===== src/rtl/poly_dds_pkg.sv =====
// Shared definitions for the poly_dds synthesizer: command opcodes, the
// command FSM state type and the per-opcode payload length.
package poly_dds_pkg;

  localparam logic [2:0] OP_FREQ = 3'd1;
  localparam logic [2:0] OP_ENV  = 3'd2;
  localparam logic [2:0] OP_WAVE = 3'd3;

  typedef enum logic [1:0] {
    ST_IDLE    = 2'd0,
    ST_PAYLOAD = 2'd1,
    ST_APPLY   = 2'd2
  } cmd_state_t;

  // Zero marks an opcode that the decoder rejects.
  function automatic logic [1:0] payload_len(input logic [2:0] op);
    case (op)
      OP_FREQ:         return 2'd2;
      OP_ENV, OP_WAVE: return 2'd1;
      default:         return 2'd0;
    endcase
  endfunction

endpackage


===== src/rtl/poly_dds_cmd_fsm.sv =====
// Byte-serial command decoder with payload holding register.
// Optional payload timeout is enabled by defining POLY_DDS_CMD_TIMEOUT_EN.
//
// state      | meaning
// ST_IDLE    | waiting for a command byte
// ST_PAYLOAD | collecting payload bytes, remain = bytes still expected
// ST_APPLY   | one cycle, wr_en high, target register updates at its end
module poly_dds_cmd_fsm
  import poly_dds_pkg::*;
#(
  parameter int VOICES      = 8,
  parameter int TIMEOUT_CYC = 4096
) (
  input  logic                       clk,
  input  logic                       nreset,
  input  logic                       cmd_valid,
  input  logic [7:0]                 cmd_data,
  output logic                       wr_en,
  output logic [$clog2(VOICES)-1:0]  wr_voice,
  output logic [2:0]                 wr_op,
  output logic [15:0]                wr_value,
  output logic                       cmd_err,
  output logic [7:0]                 last_cmd
);

  localparam int IDX_W = $clog2(VOICES);

  cmd_state_t  state;
  logic [7:0]  cmd_r;
  logic [1:0]  remain;
  logic        bad;
  logic [15:0] hold;
  logic [1:0]  len;
  logic        bad_voice;

`ifdef POLY_DDS_CMD_TIMEOUT_EN
  localparam int TO_W = $clog2(TIMEOUT_CYC + 1);
  logic [TO_W-1:0] to_cnt;
`endif

  assign len       = payload_len(cmd_data[7:5]);
  assign bad_voice = {1'b0, cmd_data[4:0]} >= 6'(VOICES);
  assign wr_voice  = cmd_r[IDX_W-1:0];
  assign wr_op     = cmd_r[7:5];
  assign wr_value  = hold;

  always_ff @(posedge clk or negedge nreset) begin
    if (!nreset) begin
      state    <= ST_IDLE;
      cmd_r    <= '0;
      remain   <= '0;
      bad      <= 1'b0;
      hold     <= '0;
      wr_en    <= 1'b0;
      cmd_err  <= 1'b0;
      last_cmd <= '0;
`ifdef POLY_DDS_CMD_TIMEOUT_EN
      to_cnt   <= '0;
`endif
    end else begin
      wr_en   <= 1'b0;
      cmd_err <= 1'b0;
      case (state)
        ST_PAYLOAD: begin
          if (cmd_valid) begin
            hold   <= {hold[7:0], cmd_data};
            remain <= remain - 2'd1;
`ifdef POLY_DDS_CMD_TIMEOUT_EN
            to_cnt <= TO_W'(TIMEOUT_CYC - 1);
`endif
            if (remain == 2'd1) begin
              state <= bad ? ST_IDLE : ST_APPLY;
              wr_en <= !bad;
            end
          end
`ifdef POLY_DDS_CMD_TIMEOUT_EN
          else if (to_cnt == '0) begin
            state   <= ST_IDLE;
            cmd_err <= 1'b1;
          end else begin
            to_cnt <= to_cnt - 1'b1;
          end
`endif
        end
        ST_APPLY: begin
          state    <= ST_IDLE;
          last_cmd <= cmd_r;
        end
        default: ;
      endcase
      // A byte landing in APPLY starts the next frame in the same cycle.
      if (cmd_valid && state != ST_PAYLOAD) begin
        if (len == 2'd0) begin
          cmd_err <= 1'b1;
        end else begin
          cmd_r   <= cmd_data;
          remain  <= len;
          bad     <= bad_voice;
          cmd_err <= bad_voice;
          state   <= ST_PAYLOAD;
`ifdef POLY_DDS_CMD_TIMEOUT_EN
          to_cnt  <= TO_W'(TIMEOUT_CYC - 1);
`endif
        end
      end
    end
  end

endmodule


===== src/rtl/poly_dds.sv =====
// Multi-voice DDS: register file, sample divider, voice scan over a shared ROM
// and mixer. Define POLY_DDS_CMD_TIMEOUT_EN to enable the command payload timeout.
module poly_dds
  import poly_dds_pkg::*;
#(
  parameter int VOICES      = 8,
  parameter int PHASE_W     = 32,
  parameter int FREQ_W      = 16,
  parameter int ADDR_W      = 12,
  parameter int WSEL_W      = 3,
  parameter int SAMPLE_W    = 8,
  parameter int ENV_W       = 8,
  parameter int DAC_W       = 8,
  parameter int DIV         = 500,
  parameter int TIMEOUT_CYC = 4096
) (
  input  logic                     clk,
  input  logic                     nreset,
  input  logic                     cmd_valid,
  input  logic [7:0]               cmd_data,
  output logic [WSEL_W+ADDR_W-1:0] rom_addr,
  input  logic [SAMPLE_W-1:0]      rom_q,
  output logic [DAC_W-1:0]         dac_out,
  output logic                     sample_strobe,
  output logic                     cmd_err,
  output logic [7:0]               last_cmd
);

  localparam int IDX_W  = $clog2(VOICES);
  localparam int DIV_W  = $clog2(DIV);
  localparam int PROD_W = SAMPLE_W + ENV_W;
  localparam int ACC_W  = PROD_W + IDX_W;

  logic [FREQ_W-1:0]  freq  [VOICES];
  logic [ENV_W-1:0]   env   [VOICES];
  logic [WSEL_W-1:0]  wave  [VOICES];
  logic [PHASE_W-1:0] phase [VOICES];

  logic              wr_en;
  logic [IDX_W-1:0]  wr_voice;
  logic [2:0]        wr_op;
  logic [15:0]       wr_value;

  poly_dds_cmd_fsm #(
    .VOICES      (VOICES),
    .TIMEOUT_CYC (TIMEOUT_CYC)
  ) u_cmd (
    .clk       (clk),
    .nreset    (nreset),
    .cmd_valid (cmd_valid),
    .cmd_data  (cmd_data),
    .wr_en     (wr_en),
    .wr_voice  (wr_voice),
    .wr_op     (wr_op),
    .wr_value  (wr_value),
    .cmd_err   (cmd_err),
    .last_cmd  (last_cmd)
  );

  always_ff @(posedge clk or negedge nreset) begin
    if (!nreset) begin
      for (int i = 0; i < VOICES; i++) begin
        freq[i] <= '0;
        env[i]  <= '0;
        wave[i] <= '0;
      end
    end else if (wr_en) begin
      case (wr_op)
        OP_FREQ: freq[wr_voice] <= wr_value[FREQ_W-1:0];
        OP_ENV:  env[wr_voice]  <= wr_value[7 -: ENV_W];
        OP_WAVE: wave[wr_voice] <= wr_value[WSEL_W-1:0];
        default: ;
      endcase
    end
  end

  logic [DIV_W-1:0]  div_cnt;
  logic              tick;
  logic              scan_on;
  logic [IDX_W-1:0]  scan_idx;
  logic              issue;
  logic [IDX_W-1:0]  issue_idx;
  logic              v1, v2, last1, last2;
  logic [ENV_W-1:0]  env_p1, env_p2;
  logic [ACC_W-1:0]  acc;
  logic [PROD_W-1:0] prod;
  logic [ACC_W-1:0]  acc_next;

  assign tick      = (div_cnt == DIV_W'(DIV - 1));
  assign issue     = tick | scan_on;
  assign issue_idx = tick ? '0 : scan_idx;
  assign prod      = rom_q * env_p2;
  assign acc_next  = acc + ACC_W'(prod);

  // Voice k is issued at t0+k so its address is on rom_addr at t0+1+k and its
  // sample reaches the mixer at t0+2+k; env rides a matching two-stage pipe.
  always_ff @(posedge clk or negedge nreset) begin
    if (!nreset) begin
      div_cnt       <= '0;
      scan_on       <= 1'b0;
      scan_idx      <= '0;
      rom_addr      <= '0;
      v1            <= 1'b0;
      v2            <= 1'b0;
      last1         <= 1'b0;
      last2         <= 1'b0;
      env_p1        <= '0;
      env_p2        <= '0;
      acc           <= '0;
      dac_out       <= '0;
      sample_strobe <= 1'b0;
      for (int i = 0; i < VOICES; i++) phase[i] <= '0;
    end else begin
      div_cnt <= tick ? '0 : div_cnt + 1'b1;

      if (tick) begin
        scan_on  <= 1'b1;
        scan_idx <= IDX_W'(1);
      end else if (scan_on) begin
        if (scan_idx == IDX_W'(VOICES - 1)) scan_on <= 1'b0;
        scan_idx <= scan_idx + 1'b1;
      end

      if (issue) begin
        rom_addr         <= {wave[issue_idx], phase[issue_idx][PHASE_W-1 -: ADDR_W]};
        phase[issue_idx] <= phase[issue_idx] + PHASE_W'(freq[issue_idx]);
        env_p1           <= env[issue_idx];
      end
      v1    <= issue;
      last1 <= issue && (issue_idx == IDX_W'(VOICES - 1));

      v2     <= v1;
      last2  <= last1;
      env_p2 <= env_p1;

      sample_strobe <= 1'b0;
      if (v2) begin
        if (last2) begin
          dac_out       <= acc_next[ACC_W-1 -: DAC_W];
          sample_strobe <= 1'b1;
          acc           <= '0;
        end else begin
          acc <= acc_next;
        end
      end
    end
  end

endmodule


===== config.mk =====
export PLATFORM = sky130hd
export DESIGN_NAME = poly_dds
export DESIGN_NICKNAME = d
export VERILOG_FILES = /design/src/rtl/poly_dds_pkg.sv /design/src/rtl/poly_dds_cmd_fsm.sv /design/src/rtl/poly_dds.sv
export SDC_FILE = /design/constraint.sdc
export NUM_CORES = 1
export LEC_CHECK = 0
export ABC_CLOCK_PERIOD_IN_PS = 12400
export CORE_UTILIZATION = 50
export CTS_CLUSTER_SIZE = 16
export DETAILED_ROUTE_END_ITERATION = 10
export PLACE_DENSITY_LB_ADDON = 0.08
export SLEW_MARGIN = 20
export SYNTH_ARGS = -nofsm -noshare
export SYNTH_HDL_FRONTEND = slang
export SYNTH_HIERARCHICAL = 1
export SYNTH_SLANG_ARGS = --single-unit

===== constraint.sdc =====
create_clock -name clk -period 12.4 [get_ports clk]
set_clock_uncertainty 0.1 [all_clocks]
set_input_delay 3.72 -clock clk [delete_from_list [all_inputs] [get_ports clk]]
set_output_delay 3.72 -clock clk [all_outputs]
set_load 0.02 [all_outputs]

==> results.ini, run 1 <==
[routing]
wl_per_cell_um=19.9
vias_per_cell=5.69
drc=0
num_vias=20600
firstDrtPassIters=5
wl_um=72000
drt_iter0_markers=1475
ant_nets=0

[yosys]
synth_fp_nets=2944
synth_top_area_cell=dfrtp_1
synthArstFlopShare_pct=100
yosysMostFrequentCell=dfrtp_1
ys_seq_area_share_pct=50.5
synth_commonest_cells=dfrtp_1 (587), nand2_1 (563), o21ai_0 (276)
avgSynthCellArea_um2=10.3
yosys_warnings=6
syn_area_um2=29100
ys_top_cells_by_area=dfrtp_1 (51%), mux2_2 (10%), nand2_1 (7.3%), o21ai_0 (4.7%), fa_1 (3.5%)
syn_inst=2811
synthDistinctLibCells=84
synth_edf_count=0
ys_ff_latch=587
synth_top_area_share_pct=50.5
synth_ff_type=dfrtp_1

[critical_path]
startpoint_type=input pin
endpoint_kind=flip-flop
arrival_ns=8.85
required_ns=12.77
critical_path.max_fanout=8
path_class=in -> reg

[floorplan]
num_rows=88
die_h_um=243
die_area_um2=59100
start_util_pct=50.5
die_x_um=243
io_pins=52
core-area_um2=57600

[sta]
slew_headroom_pct=29.5
clock.fmax_mhz=118
finalCriticalPeriod_ns=8.48
worst_pin_slew_ns=1.06
period_share_pct=68.4
rsz0062_at_grt=false
drv_slew=0
setup_viol=0
fin_setup_tns_ns=0
finalHoldViolations=0
whs_ns=0.248

[clocking]
clk_latency_ns=0.61
cts_resized=0
cts_inserted_buffers=66
postCtsHoldBufs=0
tritoncts=built
root_buffer=clkbuf_16
htreeDepth=3
cts.path.max_buffers=3
cts_setup_buffers=0
clock_sinks=587
clk_pin_slew_ns=0.05

[global_routing]
grt_pass1_vias=21100
grt_pass1_wl_um=118000
grt_usage_pct=25.2
grtUsageMet1_pct=34.6
grt-busiest-layer=met2
overflow=0
grt_use_met2_pct=41.1
grt_use_met3_pct=3.79
grt_max_degree=176
antenna_found_initial=0

[layout]
drive_gt1_share_pct=15.8
layout-area-overhead-vs-synth_pct=11.2
fin_nets=2942
final_area_um2=32300
instances_no_fill=3619
antennaDiodeCount=0
n_fill_cell=4988
finalCoreUtilization_pct=56.1

[power]
p_clk_share_pct=42.5
netSwitchingFraction_pct=25.6
p_int_mw=3.25
power.density_nw_per_um2=135
combPwrFrac_pct=7.0
p_seq_share_pct=50.6
p_switching_mw=1.12
ir_drop_uv=105
p_leak_nw=14.7

[job]
max-cap-violations=0

[place]
placed_area_um2=30300
place_inst=3506
io_buffers=51
hpwl_um=44700
gp_congestion=0.803

[worst_hold_path]
hold_class=reg -> reg

[status]
outcome=finished, final reports clean

-- layout make-up --
type	instances	area [µm²]	share of cell area [%]
timing repair buffer	89	830	2.57
tap	765	957	2.96
clock inverter	19	165	0.511
clock buffer	94	1880	5.81
sequential	587	14700	45.4
inverter	120	450	1.39
multi-input combinational	1945	13400	41.3
-- power groups by stage --
stage	registers, mW	clock network (mW)	logic (mW)
3_3_place_gp	2.23	0	0.298
3_5_place_dp	2.24	0	0.307
2_1_floorplan	2.14	0	0.239
5_1_grt	2.23	1.97	0.339
6_report	2.21	1.85	0.304
4_1_cts	2.21	1.90	0.309
-- layer usage --
metal / share of wire, % / vias to the layer above
met2: 47 / 423
met1: 46 / 10300
li1: - / 9674
met3: 3.9 / 134
met4: 3.1 / 0
met5: 0 / -
-- cells by family (layout without fill, tap and decap cells) --
logic type      after synthesis  in the layout  synth area share [%]
simple gates                891            891                  13.7
flops                       587            587                  50.5
compound gates              558            558                  11.4
mux                         335            335                  12.8
buf+inv                     279            322                  3.91
fa+ha+maj                   114            114                  6.22
xor+xnor                     47             47                  1.52
-- state kept, by name (all words and copies together) (netlist names), 2 cells and up --
| signal | count |
|---|---|
| env_p2 | 8 |
| u_cmd/last_cmd | 8 |
| u_cmd/wr_value | 16 |
| acc | 19 |
| u_cmd/state | 2 |
| freq | 128 |
| dac_out | 8 |
| div_cnt | 9 |
| rom_addr | 15 |
| phase | 256 |
| scan_idx | 3 |
| u_cmd/remain | 2 |
| u_cmd/cmd_r | 8 |
| wave | 24 |
| env | 64 |
| env_p1 | 8 |
-- cell usage in the layout (no fill, tap or decap), types with 7 or more instances in the layout --
master / n
o22ai_1: 20
a211oi_1: 7
xnor2_1: 23
or4_1: 7
mux2i_1: 59
clkbuf_8: 10
a21oi_1: 97
o211ai_1: 8
nand2b_1: 9
xor2_1: 20
inv_1: 119
a32oi_1: 27
nor3_1: 12
o21ai_1: 27
mux2_2: 270
a22oi_1: 9
dfrtp_1: 585
nand2_1: 557
nand3_1: 77
and3_1: 37
a31oi_1: 11
and2_1: 44
clkbuf_1: 17
o21ai_0: 275
or3_1: 7
a221oi_1: 15
clkbuf_16: 67
buf_4: 35
clkdlybuf4s50_1: 50
clkinv_2: 13
fa_1: 51
nor2_1: 76
nor2b_1: 14
a21o_1: 8
ha_1: 63
-- critical path, stage by stage --
cell	delay (ns)
clkdlybuf4s50_1	0.63
nand2_1	0.12
fa_1	0.51
inv_1	0.05
fa_1	0.45
ha_1	0.29
inv_1	0.05
fa_1	0.53
inv_1	0.07
fa_1	0.46
a21o_1	0.18
a21o_1	0.21
a2111oi_0	0.56
nor4_1	0.14
o31ai_1	0.30
a21oi_1	0.13
xor2_1	0.17
mux2_2	0.27
-- metrics by stage --
step	power (mW)	setup slack, ns
finish	4.37	3.92
detailed placement	2.55	3.29
global route	4.54	3.61
floorplan	2.38	4.33
global placement	2.53	3.32
CTS	4.41	3.90
-- path summary, 6_finish.rpt --
kind,cells after the start,slack (ns),to,start
worst max-delay path,18,3.92,dac_out[6],rom_q[3]
worst min-delay path,0,0.25,v2,v1
worst max register to register,18,5.68,phase[159],div_cnt[0]
worst min register to register,0,0.25,v2,v1
max in group asynchronous,3,7.12,phase[227],nreset
min in group asynchronous,1,3.07,phase[113],nreset
Power figures use the tool's default switching activity.
==> inputs of run 2 (changes only) <==
--- a/config.mk
+++ b/config.mk
@@ -5,7 +5,7 @@
 export SDC_FILE = /design/constraint.sdc
 export NUM_CORES = 1
 export LEC_CHECK = 0
-export ABC_CLOCK_PERIOD_IN_PS = 12400
+export ABC_CLOCK_PERIOD_IN_PS = 8800
 export CORE_UTILIZATION = 50
 export CTS_CLUSTER_SIZE = 16
 export DETAILED_ROUTE_END_ITERATION = 10
==> constraint.sdc (replaced) <==
create_clock -name clk -period 8.8 [get_ports clk]
set_clock_uncertainty 0.1 [all_clocks]
set_input_delay 2.64 -clock clk [delete_from_list [all_inputs] [get_ports clk]]
set_output_delay 2.64 -clock clk [all_outputs]
set_load 0.02 [all_outputs]
==> results.ini, run 2 (synthesis gave the netlist of run 1 again) <==
[status]
outcome=finished, final reports clean

[worst_hold_path]
hold_class=reg -> reg

[place]
io_buffers=51  ; unchanged
gp_congestion=0.827  ; +2.9%
placed_area_um2=30300  ; +0.11%
pre_cts_ws_ns=0.820  ; -2.47 ns
hpwl_um=45200  ; +1.1%

[power]
ir_drop_uv=207  ; +96%
p_seq_share_pct=48.3  ; -2.3 points
netSwitchingFraction_pct=25.2  ; -0.41 points
p_leak_nw=14.8  ; +0.79%
p_clk_share_pct=45.1  ; +2.6 points
p_int_mw=4.82  ; +48%
combPwrFrac_pct=6.6  ; -0.4 points
p_switching_mw=1.62  ; +45%
power.density_nw_per_um2=197  ; +46%

[global_routing]
grt_max_degree=165  ; -6.3%
grt_pass1_wl_um=119000  ; +0.91%
grt_pass1_vias=21200  ; +0.60%
grt_usage_pct=25.4  ; +0.19 points
overflow=0  ; unchanged
antenna_found_initial=0  ; unchanged

[floorplan]
die_area_um2=59100  ; unchanged
die_h_um=243  ; unchanged
die_x_um=243  ; unchanged
core-area_um2=57600  ; unchanged
num_rows=88  ; unchanged
start_util_pct=50.5  ; unchanged
io_pins=52  ; unchanged

[sta]
period_share_pct=83.5
clock.fmax_mhz=136
drv_slew=0  ; unchanged
fin_setup_tns_ns=0  ; unchanged
setup_viol=0  ; unchanged
layout_setup_ws_ns=1.45  ; -2.47 ns
slew_headroom_pct=26.6  ; -2.8 points
worst_pin_slew_ns=1.10  ; +0.0426 ns
rsz0062_at_grt=false
finalCriticalPeriod_ns=7.35
finalHoldViolations=0  ; unchanged

[clocking]
root_buffer=clkbuf_16
htreeDepth=3  ; unchanged
postCtsHoldBufs=0  ; unchanged
clk_latency_ns=0.61  ; about the same
tritoncts=built
cts_resized=0  ; unchanged
cts_inserted_buffers=67  ; +1.5%
cts_setup_buffers=0  ; unchanged
clk_pin_slew_ns=0.06  ; about the same
clock_sinks=587  ; unchanged
cts.path.max_buffers=3  ; unchanged

[routing]
drt_iter0_markers=1417  ; -3.9%
vias_per_cell=5.70  ; +0.33%
num_vias=20700  ; +0.52%
top_layer_used=met4
drc=0  ; unchanged
wl_um=72800  ; +1.2%
ant_nets=0  ; unchanged
wl_per_cell_um=20.1  ; +0.98%
dr_wl_met3_um=2780  ; -1.2%
wl_met1_um=33200  ; +1.5%
firstDrtPassIters=7  ; +2
wl_met2_um=35000  ; +2.4%

[layout]
top_regs=phase (256), freq (128), env (64)
layout-area-overhead-vs-synth_pct=12.1
antennaDiodeCount=0  ; unchanged
n_fill_cell=5037  ; +0.98%
layout_commonest_cell=dfrtp_1
layout_common_cells=dfrtp_1 (585), nand2_1 (557), o21ai_0 (275)
final_area_um2=32600  ; +0.86%
drive_gt1_share_pct=16.1  ; +0.38 points
largest_register_ffs=256  ; unchanged
regMostFlops=phase
fin_nets=2944  ; +0.068%

[critical_path]
required_ns=9.18  ; -3.59 ns
path_class=in -> reg
endpoint_kind=flip-flop
startpoint_type=input pin
critical_path.max_fanout=8  ; unchanged
arrival_ns=7.73  ; -1.12 ns

[job]
max-cap-violations=0  ; unchanged

## run 2: cell types whose count changed in the layout (fill, tap and decap cells not counted), sizes merged
cell      delta
bufinv       +7
clkinv       -1
inv          +1
clkbuf       -5
clkinvlp     +4
buf          +1
## run 2: cell type report
cell class	instances	area [µm²]	area share, %
sequential	587	14700	45.1
multi-input combinational	1945	13400	41.0
clock buffer	89	1890	5.81
tap	765	957	2.94
timing repair buffer	90	858	2.63
inverter	120	450	1.38
clock inverter	30	398	1.22
## run 2: through the flow
step / std cells / total power [mW] / util (%) / hold WS, ns
after global placement: 3507 / 3.56 / 52.6 / 0.233
after floorplan: 2811 / 3.35 / - / 0.231
after CTS: 3626 / 6.50 / 56.6 / 0.251
after global routing: 3626 / 6.68 / 56.6 / 0.264
final: 3626 / 6.44 / 56.6 / 0.248
after detailed placement: 3507 / 3.59 / 52.6 / 0.239
## run 2: power by group through the flow
stage | Combinational [mW] | Sequential (mW) | Clock (mW)
finish | 0.425 | 3.11 | 2.90
global route | 0.472 | 3.14 | 3.07
CTS | 0.433 | 3.11 | 2.96
detailed placement | 0.430 | 3.16 | 0
global placement | 0.419 | 3.14 | 0
floorplan | 0.337 | 3.01 | 0
## run 2: worst max-delay path, stage by stage
cell             delay [ns]
clkdlybuf4s50_1        0.64
nand2_1                0.13
fa_1                   0.52
inv_1                  0.05
fa_1                   0.45
ha_1                   0.29
inv_1                  0.05
fa_1                   0.53
inv_1                  0.07
fa_1                   0.45
a21o_1                 0.17
a21o_1                 0.21
a2111oi_0              0.56
nor4_1                 0.14
o31ai_1                0.29
a21oi_1                0.12
xor2_1                 0.17
mux2_2                 0.26
## run 2: layer usage
metal | GRT usage [%] | vias up
li1 | - | 9673
met5 | 0 | -
met4 | 7.40 | 0
met1 | 35.0 | 10500
met3 | 3.47 | 122
met2 | 41.9 | 406
## run 2: worst paths after layout
path	start	endpoint	slack (ns)	depth (start not counted)
worst max register to register	div_cnt[0]	phase[90]	2.00	17
worst min register to register	last1	last2	0.25	0
worst min-delay path	last1	last2	0.25	0
min in group asynchronous	nreset	phase[114]	2.02	1
worst max-delay path	rom_q[3]	dac_out[6]	1.45	18
max in group asynchronous	nreset	env_p2[2]	5.11	2
